<file path="src/rtl/trigger_interval_meter.sv">
// trigger_interval_meter
//   Measures the number of CLK cycles between successive one-cycle trigger
//   strobes. The first trigger after arming opens an interval. Each later
//   trigger closes the current interval and opens the next, so back-to-back
//   intervals are measured with no gap. An interval that reaches 2^WIDTH-1
//   cycles without a trigger raises an overflow strobe and re-arms.
//
// Ports
//   CLK           system clock, rising edge
//   RESET         asynchronous, active-high reset
//   ENABLE_IN     measurement enable; low returns to IDLE and drops the count
//   TRIG_IN       trigger strobe; every high sample is one event
//   PERIOD_OUT    last completed interval in CLK cycles (holds between updates)
//   VALID_OUT     one-cycle pulse, PERIOD_OUT updated on the same edge
//   OVERFLOW_OUT  one-cycle pulse, interval saturated with no trigger
//   BUSY_OUT      high while an interval is being timed (MEASURE)
//
// All outputs are registered; there is no input-to-output combinational path.

module trigger_interval_meter #(
    parameter int WIDTH = 16
) (
    input  logic             CLK,
    input  logic             RESET,
    input  logic             ENABLE_IN,
    input  logic             TRIG_IN,
    output logic [WIDTH-1:0] PERIOD_OUT,
    output logic             VALID_OUT,
    output logic             OVERFLOW_OUT,
    output logic             BUSY_OUT
);

    typedef enum logic [1:0] {
        IDLE    = 2'd0,
        ARMED   = 2'd1,
        MEASURE = 2'd2
    } state_t;

    localparam logic [WIDTH-1:0] CNT_MAX = '1;
    localparam logic [WIDTH-1:0] CNT_ONE = {{(WIDTH-1){1'b0}}, 1'b1};

    state_t           state;
    logic [WIDTH-1:0] count;

    // The count register holds "edges since the opening trigger". At the edge
    // that samples the closing trigger it therefore equals t1 - t0 directly.
    always_ff @(posedge CLK or posedge RESET) begin
        if (RESET) begin
            state        <= IDLE;
            count        <= '0;
            PERIOD_OUT   <= '0;
            VALID_OUT    <= 1'b0;
            OVERFLOW_OUT <= 1'b0;
            BUSY_OUT     <= 1'b0;
        end else begin
            // Strobes default low so each is a single-cycle pulse.
            VALID_OUT    <= 1'b0;
            OVERFLOW_OUT <= 1'b0;

            if (!ENABLE_IN) begin
                // Disable beats any coincident trigger or overflow.
                state    <= IDLE;
                count    <= '0;
                BUSY_OUT <= 1'b0;
            end else begin
                case (state)
                    IDLE: begin
                        state <= ARMED;
                    end

                    ARMED: begin
                        if (TRIG_IN) begin
                            state    <= MEASURE;
                            count    <= CNT_ONE;
                            BUSY_OUT <= 1'b1;
                        end
                    end

                    MEASURE: begin
                        if (TRIG_IN) begin
                            // Trigger wins over saturation: a full-scale
                            // interval is still a valid measurement.
                            PERIOD_OUT <= count;
                            VALID_OUT  <= 1'b1;
                            count      <= CNT_ONE;
                        end else if (count == CNT_MAX) begin
                            OVERFLOW_OUT <= 1'b1;
                            count        <= '0;
                            state        <= ARMED;
                            BUSY_OUT     <= 1'b0;
                        end else begin
                            count <= count + CNT_ONE;
                        end
                    end

                    default: begin
                        state    <= IDLE;
                        count    <= '0;
                        BUSY_OUT <= 1'b0;
                    end
                endcase
            end
        end
    end

endmodule

</file>
<file path="config.mk">
export PLATFORM = sky130hd
export DESIGN_NAME = trigger_interval_meter
export DESIGN_NICKNAME = d
export VERILOG_FILES = /design/src/rtl/trigger_interval_meter.sv
export SDC_FILE = /design/constraint.sdc
export NUM_CORES = 1
export LEC_CHECK = 0
export ABC_AREA = 1
export BUFFER_PORTS_ARGS = -buffer_cell sky130_fd_sc_hd__buf_2
export CAP_MARGIN = 40
export CORE_ASPECT_RATIO = 1.4
export CORE_MARGIN = 1
export CORE_UTILIZATION = 35
export DETAILED_ROUTE_END_ITERATION = 12
export SLEW_MARGIN = 20
export SYNTH_ARGS = -nofsm -noshare
export SYNTH_HDL_FRONTEND = slang
export SYNTH_SLANG_ARGS = --single-unit
</file>
<file path="constraint.sdc">
create_clock -name CLK -period 2 [get_ports CLK]
set_clock_uncertainty 0.05 [all_clocks]
set_input_delay 0 -clock CLK [delete_from_list [all_inputs] [get_ports CLK]]
set_output_delay 0 -clock CLK [all_outputs]
set_load 0.01 [all_outputs]
</file>
# Word-level counts from Yosys, hierarchy flattened
# Cells that the tools add are included.
# W data, S select, Z words.
[word_totals] ff_bits=37 in_bits=4 output_inout_bits=19
[classes] n_addsub=1 eq_ne=7 muxes=22 n_reduce_logical=5
[op_table] cell="$mux W16" count=4
[op_table] cell="$pmux W16 S3" count=1
[op_table] cell="$add A16 B1 Y16 const B" count=1
[op_table] cell="$eq A16 B16 Y1 const B" count=1
[op_table] cell="$mux W1" count=11
[op_table] cell="$ne A3 B3 Y1 const B" count=3
[op_table] cell="$mux W2" count=4
[op_table] cell="$pmux W2 S3" count=1
[op_table] cell="$reduce_and A3 Y1" count=2
[op_table] cell="$reduce_and A4 Y1" count=1
[op_table] cell="$pmux W1 S3" count=1
[op_table] cell="$eq A2 B1 Y1 const B" count=1
[op_table] cell="$eq A2 B2 Y1 const B" count=1
[op_table] cell="$logic_not A2 Y1" count=1
[op_table] cell="$ne A2 B2 Y1 const B" count=1
[op_table] cell="$reduce_and A2 Y1" count=1

# Depth between registers and ports, before layout
# Gate-level depths: netlist (run 1).
[depth] ltp_word=5 ltp_mapped=12 mapped_depth_nobuf=11

# Least setup slack after synthesis (run 1)
# No wires, ideal clock.
[synth_path] kind="reg2reg" startpoint="reg count[0]" endpoint="reg count[10]" setup_ns=0.125 t_arrival_ns=1.289 setup_slack_ns=0.536 stages_incl_launch_ff=9 synth_period_minus_slack_ns=1.464 cell_sequence="dfrtp_1 ha_1 nand2_1 nor2_2 nand2_4 nor2_4 nand2_2 a21oi_4 nor2_1"
[synth_via] elab_chain_cells=5
[synth_lines] element="start: declaration" line_no="43" rtl="logic [WIDTH-1:0] count;"
[synth_lines] element="start signal: assignment" line_no="92" rtl="count <= count + CNT_ONE;"
[synth_lines] element="$add A16 B1 Y16 / $eq A16 B16 Y1 (equally long branches)" line_no="92, 86"
[synth_lines] element="$mux W16 *" line_no="86" rtl="end else if (count == CNT_MAX) begin"
[synth_lines] element="$mux W16 *" line_no="80" rtl="if (TRIG_IN) begin"
[synth_lines] element="$pmux W16 S3 *" line_no="66" rtl="case (state)"
[synth_lines] element="$mux W16 *" line_no="60" rtl="if (!ENABLE_IN) begin"
# Every way passes the cells marked *; elsewhere a longest branch is shown, timed or not.
# A chain may end at the register's enable or synchronous reset.

# Worst setup path after layout (run 1)
[layout_path] startpoint="reg state[0]" endpoint="reg PERIOD_OUT[6]"
[layout_via] elab_chain_cells=2
[layout_lines] element="start: declaration" line_no="42" rtl="state_t state;"
[layout_lines] element="start signal: assignment" line_no="49" rtl="state <= IDLE;"
[layout_lines] element="start signal: assignment" line_no="62" rtl="state <= IDLE;"
[layout_lines] element="start signal: assignment" line_no="68" rtl="state <= ARMED;"
[layout_lines] element="$eq A2 B2 Y1" line_no="66"
[layout_lines] element="$reduce_and A3 Y1 (no line)"
[layout_lines] element="end signal: assignment" line_no="83" rtl="PERIOD_OUT <= count;"
[layout_lines] element="end: declaration" line_no="27" rtl="output logic [WIDTH-1:0] PERIOD_OUT,"
# No other way between the ends.

==> impl_summary.md, run 1 <==
Worst setup path
Counting both buffers and inverters, the worst setup path holds a total of 3. The category of the critical setup timing path is reg -> reg. The worst setup path is captured at a flip-flop. The register-to-register path setup slack is 0.28 ns.

For this run, the slowest stage of the critical path takes 0.42 ns. The maximum fanout encountered on the critical timing path is 19. STA puts the critical path data required time at 2.12 ns. The cell at the slowest stage of the critical path is sky130_fd_sc_hd__dfrtp_1. The count of cells along the worst register-to-register path is 8.

The arrival time at the worst endpoint is 1.84 ns. The signal on the critical path passes through inv_1 -> ha_1 -> nand2_1 -> nor2_4 -> inv_2 -> buf_12 -> nand2_1 -> o21ai_0. The sort of element at the start of the critical path is a flip-flop.

The family of cells with the greatest summed delay on the critical path is buffers and inverters. The cell that appears most often on the critical path is sky130_fd_sc_hd__nand2_1. The critical path crosses 8 cells after its start point.

Route
For this block, the routed nets add up to between 3 and 4 mm of wire. Before antenna repair, the detailed router went through 4 iterations. The antenna violation net count after detailed routing is 0. In the routed layout, each cell is associated on average with a via count of between 4 and 5. The mean routed wirelength per cell is 12.1 um. The routed layout has 1505 vias. The detailed router's first-iteration violation count is 56. The final routed DRC violation total is 0.

Clocking
The number of post-CTS setup repair buffers is 0. TritonCTS built the clock tree. The H-tree was split into 2 levels. The cell sitting at the root of the clock tree is a sky130_fd_sc_hd__clkbuf_8. The clock drives 37 sinks. The clock edge transition at the registers on the reported setup and hold paths is 0.08 ns. Counting the buffers created by CTS gives 5. The later pin in the worst-skew pair is clocked with a latency of 0.29 ns. The clock passes through at most 2 buffers.

Power and ir drop
The net switching fraction of the power is 27.3%. IR analysis of the VDD net gives a maximum drop of 276 uV. The cell leakage power is 1.07 nW. The net switching power is 394 uW. The internal power of the cells totals 1.05 mW. The power density over the cells is between 600 and 700 nW/um^2. The part of the power in the clock network is approximately 36%. The share of total power dissipated in combinational logic is 10.4%. Registers are responsible for between 50% and 60% of the overall power.

Job
The count of max-cap constraint violations is 0.

Placement
After legalization and detailed placement, the total HPWL measured 2.88 mm. The instance count after placement with tap cells included is 315. The final RePlAce weighted congestion is 0.813. In this run the cell area measured after placement is between 2000 and 2500 sq um. The count of buffers added on input and output ports is 22.

Cells and area
The net count reported at finish is 266. The growth of design area from synthesis to finish is 16.7%. The final cell count without fillers is 325. The repair_antennas step left the layout with diodes totalling 0. In the final layout, the share of cells above drive strength 1 is between 15 and 20%. After routing the design area is 2170 sq um. For this run, the share of the core covered by cells in the final layout is 42.1%.

Die
For this configuration, the core starts out at a cell density of a little over a third. The die is approximately 64 um wide. The vertical die dimension is 88.3 um. The floorplan has 31 rows. The area of the die is 5620 sq um.

The number of primary I/O pins is 23. The placeable core region is 5160 sq um.

Logic synthesis
Yosys printed 0 warnings. Sorting the synthesized cells by area gives the leading types as sky130_fd_sc_hd__dfrtp_1 50%, sky130_fd_sc_hd__nand2_1 13%, sky130_fd_sc_hd__inv_1 4.8%. The synthesized design contains 37 register bits. After synthesis, the mean cell area works out to 8.17 sq um.

After synthesis, the netlist uses 23 different library cells. The post-synthesis net count is ~240. By count the netlist is led by 66 x sky130_fd_sc_hd__nand2_1, 37 x sky130_fd_sc_hd__dfrtp_1, 24 x sky130_fd_sc_hd__inv_1, 24 x sky130_fd_sc_hd__nor2_1, 12 x sky130_fd_sc_hd__nand3_1. The cell count after synthesis is 228. The netlist area before placement is roughly 1900 sq um. Yosys instantiated no cell more often than sky130_fd_sc_hd__nand2_1.

The synthesized design contains 0 enable-type register cells. Of all cell types, the one taking the most synthesized area is sky130_fd_sc_hd__dfrtp_1. The predominant post-synthesis flop cell is sky130_fd_sc_hd__dfrtp_1. The sequential element share of the synthesized area is 49.7%.

Counting flops with an async set or reset pin after synthesis yields a share of 100%. In this run the biggest area consumer among cell types represents between 40 and 50% of the synthesized area.

GRT
The pin count of the biggest net entering global routing is 38. The via count of the first global-routing pass was between 1500 and 2000. The met3 usage is 2.19%. Summed over all layers, the global routing overflow is 0.

The met2 layer usage reported by global route is 27.9%. Global routing used 15.9% of the available tracks. The first global-routing pass estimated 6.86 mm of wire.

The number of antenna violations at the first check in global routing is 0. The met1 track demand over resource in global routing is 18.9%. The peak-usage layer in the global routing report is met2.

STA
The final hold violation count came to 0. Setup violations remaining at the end of the flow were counted as 0. The number of max-slew violations in the final report is 0. Setup repair after global routing left no endpoint under its margin. Based on the critical path, the design can be clocked at up to 580 MHz.

The worst pin sits at a relative slew slack of 68.3%. The worst path uses 86.2% of the clock period. The slew at the pin closest to its max-slew limit is about 0.48 ns. The post-route setup TNS is 0 ns.

The worst path needs 1.72 ns of the cycle, external delays included.

Min path
The worst hold-check path type is in -> reg. Counting instances, the worst hold path has a depth of 5.

Outcome
The flow ran to the end, and the final reports show no timing, DRC or antenna violations.
-- sequential cells by signal, indices dropped and copies added, names as in the netlist --
name          count
PERIOD_OUT       16
count            16
BUSY_OUT          1
OVERFLOW_OUT      1
VALID_OUT         1
state             2
-- area by class of cell --
| type | instances | area (sq um) |
|---|---|---|
| inverter | 28 | 105 |
| tap | 66 | 82.6 |
| multi-input combinational | 159 | 807 |
| fill | 549 | 2990 |
| clock inverter | 3 | 17.5 |
| timing repair buffer | 27 | 165 |
| sequential | 37 | 926 |
| clock buffer | 5 | 68.8 |
-- placed cells by master, fill, tap and decap left out --
| cell | netlist | layout |
|---|---|---|
| sky130_fd_sc_hd__a21boi_0 | 1 | 1 |
| sky130_fd_sc_hd__a21oi_4 | 1 | 1 |
| sky130_fd_sc_hd__buf_12 | 0 | 1 |
| sky130_fd_sc_hd__buf_2 | 1 | 22 |
| sky130_fd_sc_hd__buf_4 | 0 | 2 |
| sky130_fd_sc_hd__clkbuf_8 | 0 | 5 |
| sky130_fd_sc_hd__clkinv_2 | 0 | 2 |
| sky130_fd_sc_hd__clkinvlp_4 | 0 | 1 |
| sky130_fd_sc_hd__dfrtp_1 | 37 | 37 |
| sky130_fd_sc_hd__dlygate4sd3_1 | 0 | 2 |
| sky130_fd_sc_hd__ha_1 | 4 | 4 |
| sky130_fd_sc_hd__inv_1 | 24 | 24 |
| sky130_fd_sc_hd__inv_2 | 4 | 4 |
| sky130_fd_sc_hd__nand2_1 | 66 | 66 |
| sky130_fd_sc_hd__nand2_2 | 4 | 4 |
| sky130_fd_sc_hd__nand2_4 | 2 | 2 |
| sky130_fd_sc_hd__nand3_1 | 12 | 12 |
| sky130_fd_sc_hd__nand4_1 | 5 | 5 |
| sky130_fd_sc_hd__nor2_1 | 24 | 24 |
| sky130_fd_sc_hd__nor2_2 | 3 | 3 |
| sky130_fd_sc_hd__nor2_4 | 3 | 3 |
| sky130_fd_sc_hd__nor3_1 | 5 | 5 |
| sky130_fd_sc_hd__o21ai_0 | 11 | 11 |
| sky130_fd_sc_hd__o21ai_1 | 7 | 7 |
| sky130_fd_sc_hd__o22ai_1 | 3 | 3 |
| sky130_fd_sc_hd__xnor2_1 | 1 | 1 |
| sky130_fd_sc_hd__xor2_1 | 7 | 7 |
-- repair_timing --
| action | CTS | global route |
|---|---|---|
| hold buffers | 2 | 0 |
| gates resized for setup | 0 | 0 |
| endpoints found under the setup margin | 0 | 0 |
| hold endpoints to repair | 38 | 0 |
-- worst register-to-register path, cell delays in order (launching register included) --
cell and delay, ns:
sky130_fd_sc_hd__dfrtp_1 0.42, sky130_fd_sc_hd__inv_1 0.10, sky130_fd_sc_hd__ha_1 0.17, sky130_fd_sc_hd__nand2_1 0.14, sky130_fd_sc_hd__nor2_4 0.22, sky130_fd_sc_hd__inv_2 0.19, sky130_fd_sc_hd__buf_12 0.19, sky130_fd_sc_hd__nand2_1 0.05
sky130_fd_sc_hd__o21ai_0 0.08
-- power by group through the flow --
stage / clock (mW) / combinational, mW / sequential (mW)
5_1_grt: 0.557 / 0.175 / 0.777
3_3_place_gp: 0 / 0.148 / 0.788
3_5_place_dp: 0 / 0.150 / 0.789
2_1_floorplan: 0 / 0.106 / 0.789
6_report: 0.520 / 0.150 / 0.774
4_1_cts: 0.536 / 0.154 / 0.774
-- metrics by stage --
| stage | hold WS, ns | power, mW | setup slack [ns] |
|---|---|---|---|
| floorplan | 0.0946 | 0.895 | 0.536 |
| global placement | 0.0821 | 0.936 | 0.278 |
| detailed placement | 0.0864 | 0.939 | 0.262 |
| CTS | 0.0108 | 1.46 | 0.256 |
| global route | 0.0245 | 1.51 | 0.112 |
| finish | 0.00954 | 1.44 | 0.276 |
-- worst paths after layout --
check	from	endpoint
min	ENABLE_IN	count[0]
max	state[0]	PERIOD_OUT[6]
max in group asynchronous	RESET	state[1]
min in group asynchronous	RESET	PERIOD_OUT[4]
min reg2reg	PERIOD_OUT[5]	PERIOD_OUT[5]
max reg2reg	state[0]	PERIOD_OUT[6]
-- metal layers --
metal | up-vias | share of wire (%)
met5 | - | 0
met4 | 0 | 2.7
met3 | 7 | 1.7
met2 | 16 | 52
met1 | 712 | 44
li1 | 770 | -
-- cell families (layout without fill, tap and decap cells) --
group	after synthesis	count (layout)	share of synthesized area, %
buffers and inverters	32	63	6.92
XOR/XNOR	8	8	3.76
AND/OR/NAND/NOR	124	124	29.8
AO/OA/AOI/OAI	23	23	7.12
flip-flops	37	37	49.7
adder cells (fa/ha/maj)	4	4	2.69
(Power assumes the default switching activity.)
==> inputs of run 2 (changes only) <==
Settings changed: CORE_UTILIZATION 35 to 57, PLACE_DENSITY set to 0.79.
==> impl_summary.md, run 2 (synthesized netlist as in run 1, its figures left out) <==
Route
The total number of vias is 1509 (+0.27%). The wire length reported by the detailed router is 3.50 mm (-11%). The count of TritonRoute iterations in the first routing pass is 4 (unchanged). The average via count per standard cell is 5.08 (+9.7%).

The final routed DRC violation total is 0 (unchanged). The detailed router's first-iteration violation count is 33 (-41%). The antenna violation net count after detailed routing is 0 (unchanged).

The mean routed wirelength per cell is 11.8 um (-2.7%).

STA
Setup repair after global routing left no endpoint under its margin. The period utilization is 88.3% (+2.1 points). The post-route setup TNS is 0 ns (unchanged). The clock period minus final worst setup slack came to 1.77 ns (+0.0428 ns). The number of max-slew violations in the final report is 0 (unchanged). The total setup violations reported at the end of the flow is 0 (unchanged). The final hold violation count is 0 (unchanged). The smallest setup slack after layout is 0.233 ns (-0.0428 ns).

The slew at the pin closest to its max-slew limit is 0.465 ns (-0.00974 ns). The highest attainable clock frequency is 566 MHz (-2.4%). The tightest slew margin relative to the limit is 69.0% (+0.65 points).

GRT
The via count of the first global-routing pass was 1516 (+0.40%). The met2 layer usage reported by global route came to 38.4% (+10 points). The overall global routing resource usage came to 23.3% (+7.4 points). The met3 usage is 5.26% (+3.1 points).

The number of antenna violations at the first check in global routing is 0 (unchanged). The pin count of the biggest net entering global routing came to 38 (unchanged). The met1 track demand over resource in global routing is 28.3% (+9.5 points). The global routing stage identified its most utilized layer as met2.

The global-route congestion overflow total is 0 (unchanged). The global-route wire length before repair is 6.25 mm (-8.9%).

Cells and area
The final cell count without fillers is 297 (-8.6%). The library cell used most frequently in the layout, excluding fill and tap cells, is sky130_fd_sc_hd__nand2_1. The layout cell share with drive strength beyond 1 is 19.0% (-0.31 points). The number of inserted filler cells in the final layout is 269 (-51%). The area used by multi-input combinational logic came to 807 sq um (unchanged). The net count reported at finish is 265 (-0.38%). The growth of design area from synthesis to finish is 14.6%. The sequential cell area is 926 sq um (unchanged). The number of antenna repair diodes is 0 (unchanged). The final core area utilization is 68.3% (+26 points). The top cell types in the final layout, fill and taps aside, are 66 x sky130_fd_sc_hd__nand2_1, 37 x sky130_fd_sc_hd__dfrtp_1, 24 x sky130_fd_sc_hd__inv_1, 24 x sky130_fd_sc_hd__nor2_1, 22 x sky130_fd_sc_hd__buf_2. The largest registers in the layout are PERIOD_OUT: 16 flops, count: 16 flops, state: 2 flops.

Placement
The post-place setup slack is 0.247 ns (-0.0151 ns). The instance count after placement with tap cells included is 287 (-8.9%). The number of input and output port buffers inserted is 22 (unchanged). The post-detailed-placement half-perimeter wirelength is 2.52 mm (-13%). The final RePlAce weighted congestion is 0.878 (+8.0%).

Worst setup path
The arrival time at the worst endpoint came to 1.94 ns (+0.10 ns). STA classifies the critical path startpoint as a flip-flop. The register-to-register path setup slack is 0.23 ns (-0.04 ns). The beginning of the worst register-to-register path is state[1]. The required time reported for the critical path endpoint was 2.17 ns (+0.05 ns).

The maximum fanout encountered on the critical timing path is 13 (-6). The category of the critical setup timing path is reg -> reg. The count of cells along the worst register-to-register path was 11 (+3). The capture point of the worst reg-to-reg path is count[6]. The nature of the critical path endpoint is a flip-flop.

Clocking
The depth of the CTS H-tree is 2 (unchanged). The CTS buffer count is 5 (unchanged). The number of buffers between clock root and the deepest sink came to 2 (unchanged). The count of clock tree sinks was 37 (unchanged). The clock edge transition at the registers on the reported setup and hold paths is 0.08 ns (about the same). The number of gates resized after CTS was 0 (unchanged). The number of post-CTS setup repair buffers is 0 (unchanged). The cell at the root of the clock tree is sky130_fd_sc_hd__clkbuf_8. The clock latency on the worst-skew pair was 0.29 ns (about the same). TritonCTS built the clock tree.

Die
The area of the die was 3500 sq um (-38%). The number of placement rows came to 24 (-23%). The number of primary I/O pins is 23 (unchanged). The placeable core region is 3120 sq um (-39%). The vertical die dimension was 69.6 um (-21%). The die span in x is 50.3 um (-21%). The initial standard-cell utilization of the core came to 59.6% (+24 points).

Power and ir drop
The power density over the cells is 696 nW/um^2 (+4.7%). The worst IR drop on VDD came to 583 uV (+110%). The cell leakage power is 1.07 nW (about the same). The total power is 1.48 mW (+2.8%).

Outcome
The flow ran to the end, and the final reports show no timing, DRC or antenna violations.

Min path
The end of the worst hold path is count[0]. The startpoint of the worst hold path is ENABLE_IN. The worst hold-check path type is in -> reg. The number of cells on the worst hold path is 5 (unchanged).

Job
The count of max-cap constraint violations is 0 (unchanged).
==> run 2: changes by cell type in the layout (fill, tap and decap cells not counted) <==
| cell | before | now |
|---|---|---|
| sky130_fd_sc_hd__buf_12 | 1 | 0 |
| sky130_fd_sc_hd__clkbuf_8 | 5 | 7 |
| sky130_fd_sc_hd__clkinv_2 | 2 | 1 |
| sky130_fd_sc_hd__clkinvlp_4 | 1 | 0 |
==> run 2: how the worst max path moves through the flow <==
stage | from | end | slack [ns] | depth (start not counted)
floorplan | count[0] | count[10] | 0.54 | 8
global placement | state[1] | count[6] | 0.30 | 11
detailed placement | state[1] | count[6] | 0.25 | 11
CTS | state[1] | count[6] | 0.23 | 11
global route | state[0] | state[1] | 0.08 | 8
finish | state[1] | count[6] | 0.23 | 11
==> run 2: critical path, stage by stage (launching register included) <==
cell,delay [ns]
sky130_fd_sc_hd__dfrtp_1,0.38
sky130_fd_sc_hd__inv_1,0.08
sky130_fd_sc_hd__ha_1,0.19
sky130_fd_sc_hd__nand2_1,0.07
sky130_fd_sc_hd__inv_2,0.06
sky130_fd_sc_hd__nand2_2,0.09
sky130_fd_sc_hd__nand2_4,0.11
sky130_fd_sc_hd__inv_2,0.22
sky130_fd_sc_hd__nand2_1,0.12
sky130_fd_sc_hd__o21ai_0,0.14
sky130_fd_sc_hd__o21ai_0,0.10
sky130_fd_sc_hd__nor2_1,0.09
==> run 2: cell type report <==
class / count / area share [%]
multi-input combinational: 159 / 37.8
tap: 39 / 2.29
clock buffer: 7 / 4.52
clock inverter: 1 / 0.235
inverter: 28 / 4.93
sequential: 37 / 43.4
timing repair buffer: 26 / 6.80
==> run 2: per-stage QoR <==
stage | hold WS [ns] | instance area (sq um)
after global routing | 0.0604 | 2130
after detailed placement | 0.0817 | 2010
after floorplan | 0.0946 | 1860
after CTS | 0.0217 | 2130
final | 0.0326 | 2130
after global placement | 0.0734 | 2010
==> run 2: per-layer routing <==
| metal | share of wire (%) | vias up |
|---|---|---|
| met5 | 0 | - |
| met3 | 4.1 | 8 |
| met4 | 1.9 | 0 |
| li1 | - | 777 |
| met2 | 50 | 34 |
| met1 | 44 | 690 |
==> run 2: power breakdown <==
group	internal, mW	switching (mW)	total, mW
combinational	0.0449	0.104	0.149
clock	0.311	0.252	0.564
sequential	0.762	0.00968	0.771
total	1.12	0.366	1.48
==> run 2: repair_timing <==
item                                   4_1_cts  5_1_grt
setup endpoints to repair                    0        0
hold buffers                                 2        0
endpoints found under the hold margin       38        0
==> inputs of run 3 (changes only) <==
Settings changed: PLACE_DENSITY 0.79 to unset, PLACE_DENSITY_LB_ADDON set to 0.2.
==> impl_summary.md, run 3 (synthesized netlist as in run 1, its figures left out) <==
Power and ir drop
The total power was 1.68 mW (+13%). The power density over the cells came to 772 nW/um^2 (+11%). The cell leakage power is 1.09 nW (+1.8%). The worst IR drop on VDD is 576 uV (-1.2%).

Cells and area
The number of antenna repair diodes is 0 (unchanged). The library cells used most frequently in the layout, excluding fill and tap cells, are 66 x sky130_fd_sc_hd__nand2_1, 37 x sky130_fd_sc_hd__dfrtp_1, 24 x sky130_fd_sc_hd__inv_1, 24 x sky130_fd_sc_hd__nor2_1, 22 x sky130_fd_sc_hd__buf_2. The final cell count without fillers was 297 (unchanged). The number of inserted filler cells in the final layout is 279 (+3.7%). The net count reported at finish is 265 (unchanged). The layout cell share with drive strength beyond 1 is 19.0% (unchanged). The growth of design area from synthesis to finish is 17.0%.

The most common cell after layout, fill and taps aside is sky130_fd_sc_hd__nand2_1. The largest registers in the layout are PERIOD_OUT: 16 flops, count: 16 flops, state: 2 flops.

Placement
The final RePlAce weighted congestion was 0.878 (about the same). The post-detailed-placement half-perimeter wirelength came to 2.64 mm (+4.7%). The instance count after placement with tap cells included is 287 (unchanged). The number of input and output port buffers inserted was 22 (unchanged).

Worst setup path
The signal on the critical path passes through ha_1 -> nand2_1 -> nor2_2 -> nand2_4 -> nor2_4 -> nand2_2 -> a21oi_4 -> nor2_1. The nature of the critical path endpoint is a flip-flop. The capture point of the worst reg-to-reg path is count[9]. The count of cells along the worst register-to-register path is 8 (-3). The slowest stage of the critical path is the sky130_fd_sc_hd__dfrtp_1 cell.

The maximum fanout encountered on the critical timing path is 8 (-5). The sort of element at the start of the critical path is a flip-flop. The required time reported for the critical path endpoint was 2.12 ns (-0.05 ns).

The category of the critical setup timing path is reg -> reg. The largest stage delay on the critical path came to 0.43 ns (+0.05 ns). The arrival time at the worst endpoint came to 1.83 ns (-0.11 ns). The buffering stage count on the worst path with inverters included came to 0 (-3).

On the critical path the largest part of the delay comes from simple AND/OR/NAND/NOR gates. The register-to-register path setup slack is 0.28 ns (+0.05 ns). The beginning of the worst register-to-register path is count[0].

STA
The clock period minus final worst setup slack is 1.72 ns (-0.0505 ns). The number of max-slew violations in the final report came to 0 (unchanged). The total setup violations reported at the end of the flow came to 0 (unchanged). The tightest slew margin relative to the limit is 69.0% (about the same). The final hold violation count came to 0 (unchanged). The highest attainable clock frequency is 583 MHz (+2.9%). Setup repair after global routing left no endpoint under its margin. The slew at the pin closest to its max-slew limit was 0.465 ns (-0.000323 ns). The period utilization is 85.8% (-2.5 points). The final-layout worst hold slack is 0.0353 ns (+0.00272 ns). The post-route setup TNS is 0 ns (unchanged).

GRT
The overall global routing resource usage is 24.8% (+1.5 points). The number of antenna violations at the first check in global routing is 0 (unchanged). The global-route wire length before repair is 6.42 mm (+2.8%).

The pin count of the biggest net entering global routing is 38 (unchanged). The via count of the first global-routing pass came to 1498 (-1.2%). The global-route congestion overflow total is 0 (unchanged).

Clocking
TritonCTS built the clock tree. The clock edge transition at the registers on the reported setup and hold paths was 0.07 ns (about the same). The number of post-CTS setup repair buffers is 0 (unchanged). The CTS buffer count is 5 (unchanged).

The clock latency on the worst-skew pair is 0.29 ns (about the same). The depth of the CTS H-tree came to 2 (unchanged). The cell at the root of the clock tree is sky130_fd_sc_hd__clkbuf_8. The number of buffers between clock root and the deepest sink was 2 (unchanged). The count of clock tree sinks is 37 (unchanged).

Min path
The worst hold path begins at ENABLE_IN. The end of the worst hold path is count[0]. The number of cells on the worst hold path is 5 (unchanged). In this run the worst hold path is classified as in -> reg.

Route
The wire length on met2 is 1.88 mm (+6.8%). The total number of vias is 1530 (+1.4%). The final routed DRC violation total came to 0 (unchanged).

The met1 wire length is 1.63 mm (+6.1%). The average via count per standard cell came to 5.15 (+1.4%). The wire length reported by the detailed router is 3.71 mm (+5.8%). The mean routed wirelength per cell is 12.5 um (+5.8%).

The count of TritonRoute iterations in the first routing pass is 4 (unchanged). The antenna violation net count after detailed routing is 0 (unchanged). The highest metal layer used by the detailed router is met4.

The detailed router's first-iteration violation count is 60 (+82%). The met3 wire length is 117 um (-18%).

Outcome
The run finished with clean final reports.

Die
The placeable core region was 3120 sq um (unchanged). The area of the die was 3500 sq um (unchanged). The number of placement rows is 24 (unchanged). The vertical die dimension is 69.6 um (unchanged). The initial standard-cell utilization of the core is 59.6% (unchanged). The number of primary I/O pins was 23 (unchanged).

The die span in x is 50.3 um (unchanged).

Job
The count of max-cap constraint violations was 0 (unchanged).
[run 3: changes by cell type in the layout (fill, tap and decap cells not counted)]
| cell | before | now |
|---|---|---|
| sky130_fd_sc_hd__clkbuf_8 | 7 | 5 |
| sky130_fd_sc_hd__buf_12 | 0 | 1 |
| sky130_fd_sc_hd__buf_4 | 2 | 1 |
| sky130_fd_sc_hd__bufinv_16 | 0 | 2 |
[run 3: layer usage]
metal,up-vias,global-route usage (%)
met4,0,13.9
met3,8,6.36
li1,772,-
met5,-,0
met2,28,38.7
met1,722,30.7
[run 3: repair_timing]
action	4_1_cts	5_1_grt
endpoints found under the setup margin	0	0
endpoints found under the hold margin	38	0
hold buffers	2	0
resized for setup	0	0
[run 3: where the power goes]
group          switching (mW)  total (mW)  internal (mW)  leakage (nW)
logic                   0.103       0.147         0.0440         0.505
clock network           0.267       0.762          0.495        0.0681
registers              0.0119       0.774          0.762         0.514
total                   0.381        1.68           1.30          1.09
[run 3: final cells by class]
class	count	area [sq um]	area share, %
clock buffer	5	68.8	3.16
clock inverter	3	65.1	2.99
inverter	28	105	4.82
timing repair buffer	26	158	7.24
sequential	37	926	42.5
tap	39	48.8	2.24
multi-input combinational	159	807	37.0
[run 3: worst min-delay path: cells and delay by family]
family,cells,cell delay [ns]
AND/OR/NAND/NOR,4,0.21
buffers and inverters,1,0.13
[run 3: worst max-delay path by stage]
stage	startpoint	to	slack (ns)	depth (start not counted)
after detailed placement	state[0]	count[6]	0.29	10
final	count[0]	count[9]	0.28	8
after CTS	count[0]	count[9]	0.28	8
after global routing	state[0]	count[6]	0.07	10
after global placement	state[0]	count[10]	0.33	8
after floorplan	count[0]	count[10]	0.54	8
[run 3: stage by stage]
step                util, %  setup WS, ns  cell area, sq um
detailed placement     64.8         0.294              2020
CTS                    69.8         0.281              2180
finish                 69.8         0.284              2180
global route           69.8        0.0711              2180
global placement       64.8         0.327              2020
floorplan                 -         0.536              1860
